**src/rtl/i2c_target_regif.sv**
```systemverilog
// I2C target with 7-bit address and 16-bit register pointer, mapped to a byte-wide strobe port.
// Optional build macro I2C_TARGET_GLITCH_FILTER_EN adds a 3-sample majority filter after each synchronizer.
module i2c_target_regif #(
    parameter logic [6:0] SLAVE_ADDR = 7'h29
) (
    input  logic        clock,
    input  logic        reset,
    input  logic        SCL_in,
    input  logic        SDA_in,
    output logic        SDA_out,
    output logic        SDA_t,
    output logic [15:0] reg_addr,
    output logic [7:0]  wr_data,
    output logic        wr_strobe,
    output logic        rd_strobe,
    input  logic [7:0]  rd_data,
    output logic        busy,
    output logic        error_out
);

    typedef enum logic [3:0] {
        IDLE, ADDR, ADDR_ACK, REG_HI, REG_HI_ACK, REG_LO, REG_LO_ACK,
        WR_DATA, WR_ACK, RD_DATA, RD_ACK, WAIT_STOP
    } state_t;

    logic [1:0] pad_in;
    logic [1:0] line_cond;

    assign pad_in = {SDA_in, SCL_in};

    genvar gi;
    generate
        for (gi = 0; gi < 2; gi++) begin : g_cond
            logic [1:0] sync_reg;
            always_ff @(posedge clock) begin
                if (reset) sync_reg <= 2'b11;
                else       sync_reg <= {sync_reg[0], pad_in[gi]};
            end
`ifdef I2C_TARGET_GLITCH_FILTER_EN
            logic [1:0] hist_reg;
            logic       maj_reg;
            always_ff @(posedge clock) begin
                if (reset) begin
                    hist_reg <= 2'b11;
                    maj_reg  <= 1'b1;
                end else begin
                    hist_reg <= {hist_reg[0], sync_reg[1]};
                    maj_reg  <= (sync_reg[1] & hist_reg[0]) | (sync_reg[1] & hist_reg[1])
                              | (hist_reg[0] & hist_reg[1]);
                end
            end
            assign line_cond[gi] = maj_reg;
`else
            assign line_cond[gi] = sync_reg[1];
`endif
        end
    endgenerate

    logic scl, sda, scl_prev_reg, sda_prev_reg;
    logic scl_rise, scl_fall, start_det, stop_det, last_bit;

    assign scl       = line_cond[0];
    assign sda       = line_cond[1];
    assign scl_rise  = scl & ~scl_prev_reg;
    assign scl_fall  = ~scl & scl_prev_reg;
    assign start_det = scl & scl_prev_reg & sda_prev_reg & ~sda;
    assign stop_det  = scl & scl_prev_reg & ~sda_prev_reg & sda;

    state_t      state_reg, state_next;
    logic [2:0]  bit_cnt_reg, bit_cnt_next;
    logic        bit_open_reg, bit_open_next;
    logic [7:0]  shift_reg, shift_next;
    logic [7:0]  tx_reg, tx_next;
    logic [15:0] ptr_reg, ptr_next;
    logic        rw_reg, rw_next;
    logic        ack_phase_reg, ack_phase_next;
    logic [1:0]  rd_dly_reg, rd_dly_next;
    logic        sda_t_reg, sda_t_next;
    logic [15:0] reg_addr_reg, reg_addr_next;
    logic [7:0]  wr_data_reg, wr_data_next;
    logic        wr_strobe_reg, wr_strobe_next;
    logic        rd_strobe_reg, rd_strobe_next;
    logic        busy_reg, busy_next;
    logic        error_reg, error_next;
    logic [7:0]  byte_in;

    assign byte_in  = {shift_reg[6:0], sda};
    assign last_bit = scl_rise && (bit_cnt_reg == 3'd7);

    always_ff @(posedge clock) begin
        if (reset) begin
            scl_prev_reg  <= 1'b1;
            sda_prev_reg  <= 1'b1;
            state_reg     <= IDLE;
            bit_cnt_reg   <= 3'd0;
            bit_open_reg  <= 1'b0;
            shift_reg     <= 8'h00;
            tx_reg        <= 8'hFF;
            ptr_reg       <= 16'h0000;
            rw_reg        <= 1'b0;
            ack_phase_reg <= 1'b0;
            rd_dly_reg    <= 2'b00;
            sda_t_reg     <= 1'b1;
            reg_addr_reg  <= 16'h0000;
            wr_data_reg   <= 8'h00;
            wr_strobe_reg <= 1'b0;
            rd_strobe_reg <= 1'b0;
            busy_reg      <= 1'b0;
            error_reg     <= 1'b0;
        end else begin
            scl_prev_reg  <= scl;
            sda_prev_reg  <= sda;
            state_reg     <= state_next;
            bit_cnt_reg   <= bit_cnt_next;
            bit_open_reg  <= bit_open_next;
            shift_reg     <= shift_next;
            tx_reg        <= tx_next;
            ptr_reg       <= ptr_next;
            rw_reg        <= rw_next;
            ack_phase_reg <= ack_phase_next;
            rd_dly_reg    <= rd_dly_next;
            sda_t_reg     <= sda_t_next;
            reg_addr_reg  <= reg_addr_next;
            wr_data_reg   <= wr_data_next;
            wr_strobe_reg <= wr_strobe_next;
            rd_strobe_reg <= rd_strobe_next;
            busy_reg      <= busy_next;
            error_reg     <= error_next;
        end
    end

    always_comb begin
        state_next     = state_reg;
        bit_cnt_next   = bit_cnt_reg;
        bit_open_next  = bit_open_reg;
        shift_next     = shift_reg;
        tx_next        = tx_reg;
        ptr_next       = ptr_reg;
        rw_next        = rw_reg;
        ack_phase_next = ack_phase_reg;
        rd_dly_next    = {rd_dly_reg[0], rd_strobe_reg};
        sda_t_next     = sda_t_reg;
        reg_addr_next  = reg_addr_reg;
        wr_data_next   = wr_data_reg;
        wr_strobe_next = 1'b0;
        rd_strobe_next = 1'b0;
        busy_next      = busy_reg;
        error_next     = 1'b0;

        if (rd_dly_reg[1]) tx_next = rd_data;

        if (start_det || stop_det) begin
            // A lone rise with no following fall is the condition's own SCL-high phase, not a data bit.
            error_next     = (bit_cnt_reg != 3'd0) && !((bit_cnt_reg == 3'd1) && bit_open_reg);
            state_next     = start_det ? ADDR : IDLE;
            bit_cnt_next   = 3'd0;
            bit_open_next  = 1'b0;
            ack_phase_next = 1'b0;
            sda_t_next     = 1'b1;
            if (stop_det) busy_next = 1'b0;
        end else begin
            if (scl_rise) bit_open_next = 1'b1;
            if (scl_fall) bit_open_next = 1'b0;
            case (state_reg)
                ADDR, REG_HI, REG_LO, WR_DATA: begin
                    if (scl_rise) begin
                        shift_next   = byte_in;
                        bit_cnt_next = bit_cnt_reg + 3'd1;
                    end
                    if (last_bit) begin
                        if (state_reg == ADDR) begin
                            if (byte_in[7:1] == SLAVE_ADDR) begin
                                state_next = ADDR_ACK;
                                rw_next    = byte_in[0];
                                busy_next  = 1'b1;
                                if (byte_in[0]) begin
                                    rd_strobe_next = 1'b1;
                                    reg_addr_next  = ptr_reg;
                                end
                            end else begin
                                state_next = WAIT_STOP;
                                busy_next  = 1'b0;
                            end
                        end else if (state_reg == REG_HI) begin
                            ptr_next[15:8] = byte_in;
                            state_next     = REG_HI_ACK;
                        end else if (state_reg == REG_LO) begin
                            ptr_next[7:0] = byte_in;
                            state_next    = REG_LO_ACK;
                        end else begin
                            wr_data_next   = byte_in;
                            reg_addr_next  = ptr_reg;
                            wr_strobe_next = 1'b1;
                            ptr_next       = ptr_reg + 16'd1;
                            state_next     = WR_ACK;
                        end
                    end
                end
                ADDR_ACK, REG_HI_ACK, REG_LO_ACK, WR_ACK: begin
                    if (scl_fall) begin
                        if (!ack_phase_reg) begin
                            sda_t_next     = 1'b0;
                            ack_phase_next = 1'b1;
                        end else begin
                            ack_phase_next = 1'b0;
                            sda_t_next     = 1'b1;
                            if (state_reg == ADDR_ACK) begin
                                if (rw_reg) begin
                                    state_next = RD_DATA;
                                    sda_t_next = tx_reg[7];
                                    tx_next    = {tx_reg[6:0], 1'b1};
                                end else begin
                                    state_next = REG_HI;
                                end
                            end else if (state_reg == REG_HI_ACK) begin
                                state_next = REG_LO;
                            end else begin
                                state_next = WR_DATA;
                            end
                        end
                    end
                end
                RD_DATA: begin
                    if (scl_rise) begin
                        bit_cnt_next = bit_cnt_reg + 3'd1;
                        if (bit_cnt_reg == 3'd7) begin
                            ptr_next       = ptr_reg + 16'd1;
                            state_next     = RD_ACK;
                            ack_phase_next = 1'b0;
                        end
                    end else if (scl_fall) begin
                        sda_t_next = tx_reg[7];
                        tx_next    = {tx_reg[6:0], 1'b1};
                    end
                end
                RD_ACK: begin
                    if (scl_fall) begin
                        if (!ack_phase_reg) begin
                            sda_t_next = 1'b1;
                        end else begin
                            ack_phase_next = 1'b0;
                            state_next     = RD_DATA;
                            sda_t_next     = tx_reg[7];
                            tx_next        = {tx_reg[6:0], 1'b1};
                        end
                    end else if (scl_rise && !ack_phase_reg) begin
                        if (!sda) begin
                            ack_phase_next = 1'b1;
                            rd_strobe_next = 1'b1;
                            reg_addr_next  = ptr_reg;
                        end else begin
                            state_next = WAIT_STOP;
                        end
                    end
                end
                default: ;
            endcase
        end
    end

    assign SDA_out   = sda_t_reg;
    assign SDA_t     = sda_t_reg;
    assign reg_addr  = reg_addr_reg;
    assign wr_data   = wr_data_reg;
    assign wr_strobe = wr_strobe_reg;
    assign rd_strobe = rd_strobe_reg;
    assign busy      = busy_reg;
    assign error_out = error_reg;

endmodule

```
**config.mk**
```make
export PLATFORM = sky130hd
export DESIGN_NAME = i2c_target_regif
export DESIGN_NICKNAME = d
export VERILOG_FILES = /design/src/rtl/i2c_target_regif.sv
export SDC_FILE = /design/constraint.sdc
export NUM_CORES = 1
export LEC_CHECK = 0
export BUFFER_PORTS_ARGS = -buffer_cell sky130_fd_sc_hd__buf_2
export CORE_UTILIZATION = 45
export DETAILED_ROUTE_END_ITERATION = 10
export GPL_TIMING_DRIVEN = 0
export PLACE_DENSITY = 0.65
export SETUP_SLACK_MARGIN = 0.05
export SKIP_LAST_GASP = 1
export SYNTH_ARGS = -nofsm -noshare
export SYNTH_HDL_FRONTEND = slang
export SYNTH_SLANG_ARGS = --single-unit
```
**constraint.sdc**
```tcl
create_clock -name clock -period 2.4 [get_ports clock]
set_clock_uncertainty 0.1 [all_clocks]
set_input_delay 0.24 -clock clock [delete_from_list [all_inputs] [get_ports clock]]
set_output_delay 0.24 -clock clock [all_outputs]
set_load 0.05 [all_outputs]
```
==> metrics.txt, run 1 <==
CP Class reg2reg; worst rel slew slack 36.3%; switching power 1.10 mW; crit end category register; setup TNS 0 ns; Avg Inst Size Synth 8.64 µm²; met2 usage 39.1%; HP Class in2reg; Post-synth EDFFs 0; sequential share of power 41.3%; FMAX 433 MHz; LEAKAGE 1.72 nW; Wirelength per Cell 16.9 µm; gr ovfl total 0; hpwl dp 7230 µm; Cell variety after synth 66; Final period util 96.2%; die outline area 9230 µm²; Crit path arrival time 2.47 ns; Hold Crit Start rd_data[0]; clock buffer depth 2; synth warn 0; M1 GR Usage 29.9%; Post-route DRC 0; Worst VDD drop 0.000318 V; worst reg2reg path endpoint ptr_reg[15]; cts bufs inserted 9; hold slack 0.0508 ns; Post-Syn Instances 461; first-pass GRT wire length 16500 µm; Routed Antenna Nets 0; Switching Fraction 33.0%; Ports 42; final setup violating endpoints 0; internal power 2.22 mW; syn_nets 478; Top FF cell, synth dfxtp_1; worst slew pin tran 0.949 ns; startpoint types register; combinational power share 27.4%; vias in the first global route 3280; total number of vias 3647; starting density of the core 47.5%; outcome finished, final reports clean; Async SR Flop Fraction 0%; initial antenna violation count 0; final wirelength 10600 µm; sequential area share after synthesis 39.2%; layout cell share with drive strength beyond 1 20.3%; Final Hold Vio Count 0; Final nets 533; CORE AREA 8380 µm²; Vias/cell 5.83; R2R depth 6; Post-Syn Area 3980 µm²; GR peak layer met2; ANT cells 0; Die W 96.1 µm; CTS tree yes; H-tree depth 3; total track usage 23.5%; Clock Root Buffer clkbuf_8; Reg2Reg Setup Slack 0.09 ns; worst skew pair latency 0.36 ns; clock sinks 78; row count 33; DR pass1 iterations 4; unrepaired setup endpoints after global routing true; RePlAce Congestion 0.925; number of DRC markers in iteration 0 174; Yosys reg bits 78; post-route minimum period 2.31 ns; P per Cell Area 715 nW/µm²; worst-path fanout max 10; I/O Buffers 41; Max Cap Violations 0; worst path required time 2.56 ns; WHS Endpoint tx_reg[0]; WHS Path Cells 3; Worst-path clk slew 0.09 ns; Final Max Tran Viols 0; met3 global-route usage 4.03%; reg-to-reg critical path startpoint state_reg[1]; Area Overhead vs Synth 16.7%; pin count of the biggest net entering global routing 14; chip height 96.1 µm; clock power share 31.3%
[what timing repair did]
item,CTS,global route
gates resized for setup,4,18
pin swaps,1,2
setup buffers,1,1
endpoints found under the hold margin,2,0
gates cloned,0,1
hold buffers,2,0
setup endpoints to repair,19,48
[per-layer routing]
| metal | up-vias | part of all wire [%] |
|---|---|---|
| li1 | 1782 | - |
| met1 | 1727 | 44 |
| met2 | 119 | 48 |
| met3 | 19 | 5.9 |
| met4 | 0 | 1.9 |
| met5 | - | 0 |
[final cells by class]
cell class | instances | area (µm²)
clock buffers | 12 | 155
well taps | 105 | 131
flip-flops and latches | 78 | 1560
inverters | 7 | 26.3
plain buffers | 34 | 210
clock inverters | 4 | 53.8
multi-input cells | 340 | 2240
fillers | 790 | 3730
repair buffers | 46 | 269
[cells in the mapped netlist, drive strengths merged, types with 2 or more instances]
cell type  number  area share, %
nand3b          3           0.88
or4             2           0.38
a32o            3           0.75
a311oi          2           0.44
inv             7           0.66
and4            3           0.66
or2             7            1.1
nor4b           3            1.0
a221oi          8            1.8
a22o            2           0.44
xnor2           3           0.66
nor4bb          2           0.50
a21oi          35            4.4
nand2b          5           0.79
o21bai          2           0.38
and3            2           0.31
buf             6            1.2
o32ai           5            1.1
o21ai          36            4.5
nand4           5           0.79
nor3           15            2.0
o21a            5           0.94
or3             4           0.63
nand2          34            3.2
nor4            4           0.63
a2111oi         2           0.91
mux2i          31            7.8
nor2           50            4.7
a31o            5            1.1
a21o            6            1.1
a31oi           3           0.63
nor3b           5            1.1
nand3           8            1.0
a211oi          4           0.75
ha              5            1.6
dfxtp          78             39
clkbuf         29            3.8
nor2b          14            2.2
and3b           3           0.69
and2            3           0.47
[layout by cell type, fill, tap and decap left out, types with 3 or more instances in the layout]
master and n:
a221oi_1 8, nor4_1 3, o21ai_0 34, or2_2 7, or3_1 4, dlygate4sd3_1 3
dfxtp_1 77, clkbuf_2 9, a21o_1 6, nand2_1 34, inv_1 7, buf_2 43
nor2b_1 14, and2_1 3, nand2b_1 5, nor2_1 50, a32o_1 3, mux2i_1 31
nor3_2 3, ha_1 5, nor3_1 11, clkbuf_8 15, clkbuf_1 15, xnor2_1 3
nand4_1 5, nor3b_1 4, and4_1 3, a31o_2 5, o32ai_1 5, a211oi_1 4
o21a_1 5, a21oi_1 34, nand3_1 8
[per-stage QoR]
step	power, mW	std cells	setup WS, ns	utilization (%)	area, µm²
2_1_floorplan	2.04	461	0.153	-	3980
3_3_place_gp	2.22	607	-0.156	51.5	4320
3_5_place_dp	2.22	607	-0.157	51.5	4320
4_1_cts	3.25	626	0.0538	54.5	4570
5_1_grt	3.46	626	0.00447	55.4	4650
6_report	3.32	626	0.0922	55.4	4650
[worst max-delay path: stages (launching register included)]
cell	delay (ns)
dfxtp_1	0.47
buf_2	0.28
buf_2	0.26
nand3b_1	0.22
and4_1	0.45
o21ai_0	0.16
a32o_1	0.28
[power groups by stage]
| stage | registers, mW | logic (mW) | clock network, mW |
|---|---|---|---|
| after global placement | 1.40 | 0.825 | 0 |
| final | 1.37 | 0.911 | 1.04 |
| after global routing | 1.38 | 0.976 | 1.11 |
| after CTS | 1.37 | 0.832 | 1.05 |
| after detailed placement | 1.40 | 0.824 | 0 |
| after floorplan | 1.39 | 0.644 | 0 |
[cells by family (layout without fill, tap and decap cells)]
group	count (synthesis)	in the layout	synth area share [%]
compound gates	126	126	21.0
xor+xnor	3	3	0.660
fa+ha+maj	5	5	1.57
buf+inv	43	103	5.94
flops	78	78	39.2
mux	31	31	7.79
simple gates	175	175	23.8
[worst max path at each step]
stage / from / to / slack [ns] / cells after the start
final: state_reg[1] / ptr_reg[15] / 0.09 / 6
after detailed placement: bit_cnt_reg[0] / reg_addr[9] / -0.16 / 8
after global routing: bit_cnt_reg[1] / state_reg[2] / 0.004 / 7
after floorplan: bit_cnt_reg[0] / reg_addr[14] / 0.15 / 8
after CTS: state_reg[3] / ack_phase_reg / 0.05 / 7
after global placement: bit_cnt_reg[0] / reg_addr[13] / -0.16 / 8
No activity file was read; power rests on OpenSTA's default activity.
==> inputs of run 2 (changes only) <==
--- a/config.mk
+++ b/config.mk
@@ -7,8 +7,7 @@
 export LEC_CHECK = 0
 export BUFFER_PORTS_ARGS = -buffer_cell sky130_fd_sc_hd__buf_2
-export CORE_UTILIZATION = 45
+export CORE_UTILIZATION = 30
 export DETAILED_ROUTE_END_ITERATION = 10
-export GPL_TIMING_DRIVEN = 0
-export PLACE_DENSITY = 0.65
+export PLACE_DENSITY = 0.47
 export SETUP_SLACK_MARGIN = 0.05
 export SKIP_LAST_GASP = 1
==> constraint.sdc (replaced) <==
create_clock -name clock -period 2.4 [get_ports clock]
set_clock_uncertainty 0.1 [all_clocks]
set_input_delay 0.48 -clock clock [delete_from_list [all_inputs] [get_ports clock]]
set_output_delay 0.48 -clock clock [all_outputs]
set_load 0.05 [all_outputs]
==> run 2 against run 1 <==
Register-to-register slack better by 0.06 ns; critical path type unchanged; non-clock buffer count shrank 13; highest routed layer unchanged; cell count increased by 8.6%.
==> metrics.txt, run 2 (synthesis results as in run 1) <==
outcome finished, final reports clean; final wirelength 10500 µm; RePlAce Congestion 0.796; I/O Buffers 41; die outline area 13700 µm²; number of DRC markers in iteration 0 192; gr ovfl total 0; worst-path fanout max 8; total number of vias 3472; Crit-path slowest cell a2111oi_4; CP bufs+invs 1; Clock Root Buffer clkbuf_16; Max Cap Violations 0; Worst-path clk slew 0.06 ns; Placement Cell Area 4400 µm²; CTS Hold Buffers Added 0; most frequent cells in the layout dfxtp_1 (76), nor2_1 (50), buf_2 (41), a21oi_1 (35); starting density of the core 31.2%; Worst VDD drop 0.000544 V; worst rel slew slack 58.0%; startpoint types register; clock sinks 78; Final nets 520; pin count of the biggest net entering global routing 40; final setup violating endpoints 0; Final Hold Vio Count 0; Vias/cell 5.11; CORE AREA 12800 µm²; Final period util 93.6%; total track usage 16.1%; CP Class reg2reg; crit end category register; clock buffer depth 2; first-pass GRT wire length 16700 µm; post-route minimum period 2.25 ns; leading cell type in the layout, fill and taps excluded dfxtp_1; worst slew pin tran 0.628 ns; H-tree depth 3; cts repair resizes 0; initial antenna violation count 0; worst path required time 2.52 ns; met3 global-route usage 4.79%; worst skew pair latency 0.35 ns; P per Cell Area 777 nW/µm²; ANT cells 0; setup TNS 0 ns; unrepaired setup endpoints after global routing true; met2 usage 25.6%; GR peak layer met2; CP delay by family, top compound AO/OA/AOI/OAI gates; crit path cell chain ha_1, ha_2, and3b_2, nand3_2, a2111oi_4, buf_6, mux2i_2, nor2_1; M1 GR Usage 20.7%; chip height 117 µm; Final Max Tran Viols 0; Ports 42; LEAKAGE 1.74 nW; postcts setup bufs 0; DR pass1 iterations 4; Finished Core Util 37.1%; Routed Antenna Nets 0; Area Overhead vs Synth 19.1%; Post-route DRC 0; layout cell share with drive strength beyond 1 22.0%; CTS tree yes; Crit path arrival time 2.36 ns; Wirelength per Cell 15.4 µm; cts bufs inserted 9; FMAX 445 MHz; hpwl dp 7240 µm; row count 41; vias in the first global route 3183; Final Instance Area 4740 µm²; max incr delay on CP 0.48 ns; Die W 117 µm; hold slack 0.213 ns; HP Class in2reg
==> run 2: cell types whose count changed in the layout (fill, tap and decap cells not counted), moves of 3 or more <==
cell,previous run,this run
buf_4,2,24
clkbuf_1,15,2
clkbuf_16,1,9
clkbuf_2,9,0
clkbuf_8,15,0
dlygate4sd3_1,3,0
==> run 2: routing by layer <==
layer	wire, µm	up-vias
li1	-	1753
met1	5120	1640
met2	4790	68
met3	394	11
met4	157	0
met5	0	-
==> run 2: layout make-up <==
cell class,count,area [µm²]
inverter,7,26.3
fill,1302,8030
clock buffer,11,233
timing repair buffer,67,408
tap,172,215
clock inverter,5,82.6
multi-input combinational,340,2220
sequential,78,1560
==> run 2: worst reg2reg max path: stages, from the launching register on <==
cell	delay (ns)
dfxtp_2	0.36
ha_1	0.17
ha_2	0.20
and3b_2	0.23
nand3_2	0.10
a2111oi_4	0.48
buf_6	0.22
mux2i_2	0.21
nor2_1	0.05
==> run 2: metrics by stage <==
stage               power, mW  worst slack (ns)  std cells
global route             3.87            0.0151        680
finish                   3.69             0.153        680
detailed placement       2.23             0.127        664
global placement         2.23             0.115        664
floorplan                2.04             0.153        461
CTS                      3.72             0.101        680
==> run 2: final timing paths <==
path | from | cells after the start | slack [ns] | endpoint
worst max-delay path | bit_cnt_reg[0] | 8 | 0.15 | reg_addr[11]
worst min register to register | g_cond[1].sync_reg[0] | 1 | 0.31 | g_cond[1].sync_reg[1]
worst max register to register | bit_cnt_reg[0] | 8 | 0.15 | reg_addr[11]
worst min-delay path | SDA_in | 2 | 0.21 | g_cond[1].sync_reg[0]
==> run 2: report_power, final <==
group | leakage [nW] | internal (mW) | switching (mW) | total (mW)
Combinational | 0.956 | 0.326 | 0.468 | 0.794
Sequential | 0.631 | 1.33 | 0.0897 | 1.42
Clock | 0.154 | 0.915 | 0.553 | 1.47
Total | 1.74 | 2.58 | 1.11 | 3.69
